<file path="config.mk">
export PLATFORM = sky130hd
export DESIGN_NAME = stopwatch_counter
export DESIGN_NICKNAME = d
export VERILOG_FILES = /design/src/rtl/stopwatch_counter_pkg.sv /design/src/rtl/stopwatch_counter_bcd_digit.sv /design/src/rtl/stopwatch_counter.sv
export SDC_FILE = /design/constraint.sdc
export NUM_CORES = 1
export LEC_CHECK = 0
export CORE_ASPECT_RATIO = 0.5
export CORE_UTILIZATION = 51
export CTS_BUF_LIST = sky130_fd_sc_hd__clkbuf_8
export CTS_CLUSTER_DIAMETER = 150
export CTS_CLUSTER_SIZE = 25
export DETAILED_ROUTE_END_ITERATION = 10
export HOLD_SLACK_MARGIN = 0.12
export PLACE_DENSITY_LB_ADDON = 0.2
export SLEW_MARGIN = 20
export SYNTH_ARGS = -nofsm -noshare
export SYNTH_HDL_FRONTEND = slang
export SYNTH_SLANG_ARGS = --single-unit
</file>
<file path="constraint.sdc">
create_clock -name clk -period 2 [get_ports clk]
set_clock_uncertainty 0.15 [all_clocks]
set_input_delay 0.3 -clock clk [delete_from_list [all_inputs] [get_ports clk]]
set_output_delay 0.3 -clock clk [all_outputs]
set_load 0.01 [all_outputs]
</file>
<file path="src/rtl/stopwatch_counter_pkg.sv">
// Shared constants and encodings for the endless-mode stopwatch.
// STATE_ENDLESS must match the game-mode encoding used by the controller and the display.
package stopwatch_counter_pkg;

   localparam logic [1:0] STATE_ENDLESS = 2'd2;
   localparam logic [3:0] BCD_NINE      = 4'd9;

   typedef enum logic [1:0] {
      SW_IDLE  = 2'd0,
      SW_RUN   = 2'd1,
      SW_PAUSE = 2'd2,
      SW_MAXED = 2'd3
   } sw_state_t;

endpackage

</file>
<file path="src/rtl/stopwatch_counter_bcd_digit.sv">
// One mod-10 BCD digit; carry is combinational so a chain of digits ripples in one edge.
module stopwatch_counter_bcd_digit
   import stopwatch_counter_pkg::*;
(
   input  logic       clk,
   input  logic       rst,
   input  logic       clr,
   input  logic       inc,
   output logic [3:0] q,
   output logic       carry
);

   logic [3:0] r_q;
   logic       w_at_nine;

   assign w_at_nine = (r_q == BCD_NINE);

   always_ff @(posedge clk) begin
      if (rst || clr) begin
         r_q <= 4'd0;
      end else if (inc) begin
         r_q <= w_at_nine ? 4'd0 : r_q + 4'd1;
      end
   end

   assign q     = r_q;
   assign carry = inc & w_at_nine;

endmodule

</file>
<file path="src/rtl/stopwatch_counter.sv">
// Endless-mode stopwatch: 10 ms prescaler, IDLE/RUN/PAUSE/MAXED FSM and a 4-digit BCD chain
// counting 00.00 .. 99.99, saturating at the top.
module stopwatch_counter
   import stopwatch_counter_pkg::*;
#(
   parameter int TICK_CYCLES = 1_000_000
) (
   input  logic       clk,
   input  logic       rst,
   input  logic [1:0] level,
   input  logic       start,
   input  logic       pause,
   input  logic       clear,
   output logic [3:0] sec_ten,
   output logic [3:0] sec_uni,
   output logic [3:0] msec_ten,
   output logic [3:0] msec_uni,
   output logic       running,
   output logic       time_max
);

   localparam int              PW      = $clog2(TICK_CYCLES);
   localparam logic [PW-1:0]   TC_LAST = PW'(TICK_CYCLES - 1);

   sw_state_t     r_state;
   sw_state_t     w_state_next;
   logic [PW-1:0] r_presc;
   logic [PW-1:0] w_presc_next;
   logic          r_running;
   logic          r_time_max;

   logic          w_live;
   logic          w_start;
   logic          w_pause;
   logic          w_tc;
   logic          w_adv;
   logic          w_sat;
   logic          w_digit_clr;

   logic [3:0]    w_digit [4];
   logic [4:0]    w_inc_chain;

   // start and pause arriving together cancel each other out
   assign w_live      = (level == STATE_ENDLESS);
   assign w_start     = start & ~pause;
   assign w_pause     = pause & ~start;
   assign w_tc        = (r_presc == TC_LAST);
   assign w_adv       = w_live & ~clear & (r_state == SW_RUN) & ~w_pause & w_tc;
   assign w_sat       = w_adv && (w_digit[3] == BCD_NINE) && (w_digit[2] == BCD_NINE)
                        && (w_digit[1] == BCD_NINE) && (w_digit[0] == 4'd8);
   assign w_digit_clr = ~w_live | clear;

   // State register, plus outputs registered from the next state so they track it exactly
   always_ff @(posedge clk) begin
      if (rst) begin
         r_state    <= SW_IDLE;
         r_presc    <= '0;
         r_running  <= 1'b0;
         r_time_max <= 1'b0;
      end else begin
         r_state    <= w_state_next;
         r_presc    <= w_presc_next;
         r_running  <= (w_state_next == SW_RUN);
         r_time_max <= (w_state_next == SW_MAXED);
      end
   end

   always_comb begin
      w_state_next = r_state;
      if (!w_live || clear) begin
         w_state_next = SW_IDLE;
      end else begin
         case (r_state)
            SW_IDLE:  if (w_start) w_state_next = SW_RUN;
            SW_RUN: begin
               if (w_pause)    w_state_next = SW_PAUSE;
               else if (w_sat) w_state_next = SW_MAXED;
            end
            SW_PAUSE: if (w_start) w_state_next = SW_RUN;
            SW_MAXED: w_state_next = SW_MAXED;
            default:  w_state_next = SW_IDLE;
         endcase
      end
   end

   // A pause on the terminal-count edge freezes the prescaler at TC_LAST, so resume advances at once
   always_comb begin
      w_presc_next = r_presc;
      if (!w_live || clear || (r_state == SW_IDLE)) begin
         w_presc_next = '0;
      end else if ((r_state == SW_RUN) && !w_pause) begin
         w_presc_next = w_tc ? '0 : r_presc + PW'(1);
      end
   end

   assign w_inc_chain[0] = w_adv;

   generate
      for (genvar gi = 0; gi < 4; gi++) begin : g_digit
         stopwatch_counter_bcd_digit u_digit (
            .clk   (clk),
            .rst   (rst),
            .clr   (w_digit_clr),
            .inc   (w_inc_chain[gi]),
            .q     (w_digit[gi]),
            .carry (w_inc_chain[gi+1])
         );
      end
   endgenerate

   assign msec_uni = w_digit[0];
   assign msec_ten = w_digit[1];
   assign sec_uni  = w_digit[2];
   assign sec_ten  = w_digit[3];
   assign running  = r_running;
   assign time_max = r_time_max;

endmodule

</file>
==> impl_results.md, run 1 <==
- Status: finished, violations left
- Failing checks: setup timing
- Pin count of the biggest net entering global routing: 17
- Initial standard-cell utilization of the core: 0.5569
- Category of the worst setup path capture point: register
- IO Count: 25
- Maximum fanout encountered on the critical timing path: 3
- Via total after detailed routing: 2186
- Critical R2R Launch: g_digit[1].u_digit.q[3]$_SDFFE_PP0P_
- Average footprint of a synthesized cell: 8.293 sq um
- Vias per cell: 5.845
- Stage delay of the slowest cell on the critical path: 540 ps
- Layout Area Growth over Synthesis: 49.13%
- Dominant synthesized flop cell: sky130_fd_sc_hd__dfxtp_1
- Max-slew violation count: 0
- Number of inserted diodes: 0
- Hold WC Path Type: reg -> reg
- Count of endpoints failing hold in the final timing report: 0
- Final setup violation count: 9
- Tcrit/Tclk final: 1.091
- Port Buffers: 24
- Number of optimization iterations in the first detailed-route pass: 4
- Overall fraction of global-route tracks in use: 0.2778
- Worst Setup Path Type: reg -> reg
- Clock latency on the worst-skew pair: 300 ps
- Clk sink count: 40
- Global-route wire length before repair: 8894 um
- Half-perimeter wire length of the detailed placement result: 3592 um
- Width of the die: 90.72 um
- Y dimension of the die: 46.36 um
- Cell row count: 15
- Data arrival at the endpoint of the critical path: 2230 ps
- Post-synthesis sequential area ratio: 0.3990
- Fraction of post-synthesis cell area in the top cell type by area: 0.3990
- Worst endpoint required time: 2050 ps
- Hold Path Stages: 2
- Leakage power of the design: 1.008 nW
- Share of final-layout standard cells stronger than drive strength 1: 0.3220
- Clock tree from TritonCTS: yes
- Cell accounting for the most synthesized area: sky130_fd_sc_hd__dfxtp_1
- DRC viols: 0
- Number of warning messages in the yosys log: 0
- Startpoint of the most critical hold path: r_presc[1]$_SDFFE_PP0P_
- Post-route ant nets: 0
- Launching element type of the critical path: register
- Crit path time final: 2182 ps
- Max-cap violation count: 0
- Die Area: 4205 sq um
- Antenna violations before repair: 0
- Total of flip-flops plus latches after synthesis: 40
- Core Footprint: 3603 sq um
- Max Clk Rate: 458.2 MHz
- CTS clk-pin slew, worst paths: 90 ps
- IR drop worst, VDD: 0.3307 mV
- GR Overflow Total: 0
- Routability congestion estimate: 0.8180
- Post-Syn Instances: 242
- Cell count of the worst reg-to-reg path: 5
- Number of flops mapped to enable cells by yosys: 0
- Slew at the pin with the worst max-slew slack: 455.2 ps
- TritonCTS buffer count: 5
- Register-to-Register Setup Slack: -180 ps
- R2R Path End: g_digit[3].u_digit.q[2]$_SDFFE_PP0P_
- Fin util: 0.8306
- # nets final: 330
- Cell chosen for the clock root: sky130_fd_sc_hd__clkbuf_8
- H-Tree Level Count: 2
- Setup repair after global routing missed its margin: true
- PwrDens: 472.6 nW/um^2
- PnR worst setup slack: -182.5 ps
- Worst slack at placement: -488.4 ps
- Count of cell types in the netlist: 47
- Maximum buffer depth of the clock tree: 2
- Count of buffer and inverter cells on the critical path: 0
- 1st-iter DRT viols: 129
- Vias in the first global route: 1926
- Async set-or-reset flop fraction in the synthesized netlist: 0
- Largest cells by area after synthesis: sky130_fd_sc_hd__dfxtp_1 40%, sky130_fd_sc_hd__xnor2_1 7.4%, sky130_fd_sc_hd__nor2_1 6.5%, sky130_fd_sc_hd__nand3_1 3.7%, sky130_fd_sc_hd__a21oi_1 3.5%
- Net count after synthesis: 250
- Worst slew margin relative to its limit: 0.6965
- Critical path's top delay family: simple AND/OR/NAND/NOR gates
- Critical path's slowest cell: sky130_fd_sc_hd__or4b_4
- Mapped cell area: 2007 sq um
- Worst hold path endpoint: r_presc[1]$_SDFFE_PP0P_
- Wire length reported by the detailed router: 6277 um
- Final routed wire length divided by cell count: 16.78 um
- Crit path cell chain: or3b_4 -> or4b_4 -> or4_4 -> o21ai_2 -> a21oi_1
==> flip-flops by register name, summed over array words and instances, names as in the netlist <==
signal and cells:
running 1, time_max 1, r_presc 20, r_state 2
g_digit.u_digit.q 16
==> timing repair <==
action                                  4_1_cts  5_1_grt
endpoints found under the setup margin       34       35
endpoints found under the hold margin         0        0
hold buffers                                  0        0
pin swaps                                    12        7
gates resized for setup                      24       25
setup buffers                                 3        2
==> cell families after synthesis <==
family          share of synthesized area
compound gates                    0.08167
xor+xnor                          0.09164
fa+ha+maj                        0.006233
buf+inv                           0.03865
flops                              0.3990
mux                               0.01496
simple gates                       0.3678
==> through the flow <==
stage,hold slack [ps],area [sq um],TNS (ps),instances,power [mW]
after floorplan,222.4,2009,-203.1,242,0.8262
after global placement,308.7,2671,-11600,361,0.8491
after detailed placement,346.9,2671,-14170,361,0.8503
after CTS,357.6,2865,-414.8,372,1.417
after global routing,372.1,2993,-1459,374,1.441
final,360.8,2993,-873.6,374,1.414
==> cells in the mapped netlist (2+ instances only) <==
cell                        n
sky130_fd_sc_hd__a21oi_1   14
sky130_fd_sc_hd__a31oi_1    2
sky130_fd_sc_hd__and2_1     3
sky130_fd_sc_hd__and4_1     4
sky130_fd_sc_hd__buf_2      2
sky130_fd_sc_hd__clkbuf_1   5
sky130_fd_sc_hd__dfxtp_1   40
sky130_fd_sc_hd__inv_1     12
sky130_fd_sc_hd__mux2i_1    3
sky130_fd_sc_hd__nand2_1   16
sky130_fd_sc_hd__nand2b_1   5
sky130_fd_sc_hd__nand3_1   15
sky130_fd_sc_hd__nand3b_1   2
sky130_fd_sc_hd__nand4_1    6
sky130_fd_sc_hd__nand4b_1   3
sky130_fd_sc_hd__nor2_1    35
sky130_fd_sc_hd__nor2b_1    4
sky130_fd_sc_hd__nor3_1    10
sky130_fd_sc_hd__nor4_1     7
sky130_fd_sc_hd__nor4b_1    2
sky130_fd_sc_hd__o31ai_1    3
sky130_fd_sc_hd__or2_0      2
sky130_fd_sc_hd__or2_2      2
sky130_fd_sc_hd__or3_1      2
sky130_fd_sc_hd__or3b_1     2
sky130_fd_sc_hd__xnor2_1   17
sky130_fd_sc_hd__xor2_1     4
==> metal layers <==
layer / wire length, um / vias to the layer above / share of wire / GRT usage
li1: - / 1009 / - / -
met1: 2625 / 1043 / 0.42 / 0.3287
met2: 3010 / 110 / 0.48 / 0.5000
met3: 466 / 24 / 0.074 / 0.06931
met4: 174 / 0 / 0.028 / 0.1226
met5: 0 / - / 0 / 0
==> placed cells by master, fill, tap and decap left out, types with 4 or more instances in the layout <==
cell type,netlist,final
sky130_fd_sc_hd__dfxtp_1,40,34
sky130_fd_sc_hd__nand3_1,15,14
sky130_fd_sc_hd__nand2_1,16,15
sky130_fd_sc_hd__nand2b_1,5,4
sky130_fd_sc_hd__inv_1,12,12
sky130_fd_sc_hd__a21oi_1,14,13
sky130_fd_sc_hd__clkdlybuf4s50_1,0,21
sky130_fd_sc_hd__xor2_1,4,4
sky130_fd_sc_hd__nand4_1,6,6
sky130_fd_sc_hd__xnor2_1,17,17
sky130_fd_sc_hd__buf_4,0,52
sky130_fd_sc_hd__nor2_1,35,34
sky130_fd_sc_hd__dfxtp_2,0,5
sky130_fd_sc_hd__nor4_1,7,4
sky130_fd_sc_hd__buf_6,0,4
sky130_fd_sc_hd__clkbuf_8,0,6
sky130_fd_sc_hd__nor3_1,10,7
==> power by group <==
part | internal (mW) | switching, mW
logic | 0.0220 | 0.0169
clock network | 0.276 | 0.305
registers | 0.794 | 0.000375
==> area by class of cell <==
type / instances / area, sq um
clock buffers: 6 / 82.58
repair buffers: 81 / 686.9
clock inverters: 2 / 10.01
well taps: 51 / 63.81
inverters: 12 / 45.04
fillers: 195 / 610.6
flip-flops and latches: 40 / 810.8
multi-input cells: 182 / 1294
==> worst max path at each step <==
| stage | start | endpoint | slack [ps] | cells past startpoint |
|---|---|---|---|---|
| floorplan | g_digit[1].u_digit.q[1]$_SDFFE_PP0P_ | g_digit[3].u_digit.q[2]$_SDFFE_PP0P_ | -120 | 5 |
| global placement | level[1] | g_digit[1].u_digit.q[1]$_SDFFE_PP0P_ | -450 | 7 |
| detailed placement | level[1] | g_digit[1].u_digit.q[1]$_SDFFE_PP0P_ | -490 | 7 |
| CTS | g_digit[1].u_digit.q[1]$_SDFFE_PP0P_ | g_digit[3].u_digit.q[2]$_SDFFE_PP0P_ | -140 | 5 |
| global route | g_digit[1].u_digit.q[3]$_SDFFE_PP0P_ | g_digit[3].u_digit.q[2]$_SDFFE_PP0P_ | -210 | 5 |
| finish | g_digit[1].u_digit.q[3]$_SDFFE_PP0P_ | g_digit[3].u_digit.q[2]$_SDFFE_PP0P_ | -180 | 5 |
==> worst register-to-register path, delay by kind of cell (launching register included) <==
family           cells  cell delay, ps
AO/OA/AOI/OAI        2             200
AND/OR/NAND/NOR      3            1390
flip-flops           1             340
Power figures use the tool's default switching activity.
==> run 2, diff against run 1 <==
CORE_MARGIN = 5   (was unset)
CORE_UTILIZATION = 49   (was 51)
CTS_BUF_LIST = unset   (was sky130_fd_sc_hd__clkbuf_8)
==> run 2 against run 1 <==
Effect of this change:
- the flow still finishes with violations (setup timing)
- sequential power barely moved
- non-clock buffer count fell by 1
- die area rose by 32%
- first-iteration DRC count fell by 70%
- flip-flop and latch count did not move
- clock power fell by 3.8%
- total power fell by 1.6%
- via count fell by 8.8%
- routed wire length fell by 24%
- setup slack improved by 51 ps
- core utilization fell by 9.3 points
- largest cell class unchanged
- largest power group unchanged
==> impl_results.md, run 2 (synthesis gave the netlist of run 1 again) <==
- Port Buffers: 24 (unchanged)
- Antenna violations before repair: 0 (unchanged)
- PnR worst setup slack: -131.2 ps (was -182.5 ps)
- # nets final: 329 (was 330)
- Number of inserted diodes: 0 (unchanged)
- GR Overflow Total: 0 (unchanged)
- Number of cells in the finished layout apart from fillers: 376 (was 374)
- Share of final-layout standard cells stronger than drive strength 1: 0.2826 (was 0.3220)
- Max-slew violation count: 0 (unchanged)
- Width of the die: 100.5 um (was 90.72 um)
- Tcrit/Tclk final: 1.066 (was 1.091)
- Slew at the pin with the worst max-slew slack: 352.6 ps (was 455.2 ps)
- Worst Setup Path Type: reg -> reg (unchanged)
- Launching element type of the critical path: register (unchanged)
- Part of the total power dissipated in the clock network: 0.402 (was 0.411)
- Final routed wire length divided by cell count: 12.74 um (was 16.78 um)
- Most flops, register: r_presc (unchanged)
- Dpl cells: 363 (was 361)
- Status: finished, violations left (unchanged)
- Pin count of the biggest net entering global routing: 17 (unchanged)
- Worst slack at placement: -497.8 ps (was -488.4 ps)
- Combinational share of power: 0.026 (was 0.028)
- Maximum buffer depth of the clock tree: 2 (unchanged)
- Failing checks: setup timing (unchanged)
- IR drop worst, VDD: 0.2921 mV (was 0.3307 mV)
- IO Count: 25 (unchanged)
- Maximum fanout encountered on the critical timing path: 3 (unchanged)
- Clock latency on the worst-skew pair: 290 ps (was 300 ps)
- Setup repair after global routing missed its margin: true (unchanged)
- Clk sink count: 40 (unchanged)
- DRC viols: 0 (unchanged)
- Hold Path Stages: 2 (unchanged)
- Wire length reported by the detailed router: 4791 um (was 6277 um)
- Leakage power of the design: 0.9819 nW (was 1.008 nW)
- Hold WC Path Type: reg -> reg (unchanged)
- Final hold slack: 389.7 ps (was 360.8 ps)
- Post-route ant nets: 0 (unchanged)
- Total internal power: 1.099 mW (was 1.092 mW)
- Max-cap violation count: 0 (unchanged)
- Y dimension of the die: 55.26 um (was 46.36 um)
- Fillers: 301 (was 195)
- Vias per cell: 5.303 (was 5.845)
- Clock tree from TritonCTS: yes (unchanged)
- Sequential fraction of design power: 0.572 (was 0.562)
- Routability congestion estimate: 0.8113 (was 0.8180)
- Switching portion of total power: 0.2099 (was 0.2278)
- Initial standard-cell utilization of the core: 0.5115 (was 0.5569)
- Cell row count: 16 (was 15)
- Crit path time final: 2131 ps (was 2182 ps)
- Worst slew margin relative to its limit: 0.7588 (was 0.6965)
- Cell chosen for the clock root: sky130_fd_sc_hd__clkbuf_8 (unchanged)
- Largest register FFs: 20 (unchanged)
- Data arrival at the endpoint of the critical path: 2170 ps (was 2230 ps)
- Leading cell type in the layout, fill and taps excluded: sky130_fd_sc_hd__buf_4 (unchanged)
- Number of optimization iterations in the first detailed-route pass: 4 (unchanged)
- Core Footprint: 3924 sq um (was 3603 sq um)
- Global-route wire length before repair: 8010 um (was 8894 um)
- Switching power: 292.0 uW (was 322.2 uW)
- Via total after detailed routing: 1994 (was 2186)
- Half-perimeter wire length of the detailed placement result: 3532 um (was 3592 um)
- Commonest non-fill, non-tap cells in the layout: 53 x sky130_fd_sc_hd__buf_4, 36 x sky130_fd_sc_hd__dfxtp_1, 34 x sky130_fd_sc_hd__nor2_1 (was 52 x sky130_fd_sc_hd__buf_4, 34 x sky130_fd_sc_hd__nor2_1, 34 x sky130_fd_sc_hd__dfxtp_1)
- Vias in the first global route: 1863 (was 1926)
- PwrDens: 480.8 nW/um^2 (was 472.6 nW/um^2)
- Hold-fix buffers, CTS: 0 (unchanged)
- Final setup violation count: 4 (was 9)
- CTS clk-pin slew, worst paths: 80 ps (was 90 ps)
- Count of endpoints failing hold in the final timing report: 0 (unchanged)
- Die Area: 5553 sq um (was 4205 sq um)
- Layout Area Growth over Synthesis: 44.20% (was 49.13%)
- Worst endpoint required time: 2030 ps (was 2050 ps)
- TritonCTS buffer count: 5 (unchanged)
- Cell count of the worst reg-to-reg path: 5 (unchanged)
- Overall fraction of global-route tracks in use: 0.1748 (was 0.2778)
- 1st-iter DRT viols: 39 (was 129)
- Category of the worst setup path capture point: register (unchanged)
- H-Tree Level Count: 2 (unchanged)
- Max Clk Rate: 469.2 MHz (was 458.2 MHz)
run 2: critical path, cell delays in order, from the launching register on:
cell and delay (ps):
sky130_fd_sc_hd__dfxtp_2 330, sky130_fd_sc_hd__or3b_4 390, sky130_fd_sc_hd__or4b_4 530, sky130_fd_sc_hd__or4_4 440
sky130_fd_sc_hd__o21ai_2 120, sky130_fd_sc_hd__a21oi_1 70
run 2: metrics by stage:
step | total power, mW | cell area (sq um) | setup TNS, ps | util
2_1_floorplan | 0.8262 | 2009 | -203.1 | -
3_3_place_gp | 0.8492 | 2668 | -11550 | 0.6798
3_5_place_dp | 0.8500 | 2668 | -12490 | 0.6798
4_1_cts | 1.404 | 2789 | -357.1 | 0.7108
5_1_grt | 1.442 | 2894 | -1043 | 0.7376
6_report | 1.391 | 2894 | -375.8 | 0.7376
run 2: layout make-up:
class,instances,area [sq um],area share
clock buffers,8,90.09,0.03113
repair buffers,80,668.1,0.2309
well taps,54,67.56,0.02335
flip-flops and latches,40,805.8,0.2784
inverters,12,45.04,0.01556
multi-input cells,182,1217,0.4207
run 2: worst paths after layout:
check	from	to	slack (ps)
max	g_digit[1].u_digit.q[1]$_SDFFE_PP0P_	g_digit[3].u_digit.q[2]$_SDFFE_PP0P_	-130
min	r_presc[19]$_SDFFE_PP0P_	r_presc[19]$_SDFFE_PP0P_	390
max reg2reg	g_digit[1].u_digit.q[1]$_SDFFE_PP0P_	g_digit[3].u_digit.q[2]$_SDFFE_PP0P_	-130
min reg2reg	r_presc[19]$_SDFFE_PP0P_	r_presc[19]$_SDFFE_PP0P_	390
run 2: power groups by stage:
stage	Combinational, mW	Clock (mW)	Sequential (mW)
finish	0.0357	0.559	0.796
global route	0.0391	0.607	0.796
CTS	0.0350	0.573	0.796
global placement	0.0342	0	0.815
floorplan	0.0111	0	0.815
detailed placement	0.0349	0	0.815
run 2: routing by layer:
layer / track usage / wire (um) / vias to the layer above
li1: - / - / 1009
met1: 0.2280 / 2276 / 948
met2: 0.2825 / 2268 / 33
met3: 0.04648 / 219 / 4
met4: 0.05374 / 27 / 0
met5: 0 / 0 / -
run 2: timing repair:
| action | 4_1_cts | 5_1_grt |
|---|---|---|
| pin swaps | 4 | 6 |
| setup endpoints to repair | 36 | 36 |
| resized for setup | 7 | 22 |
| buffers inserted | 2 | 3 |
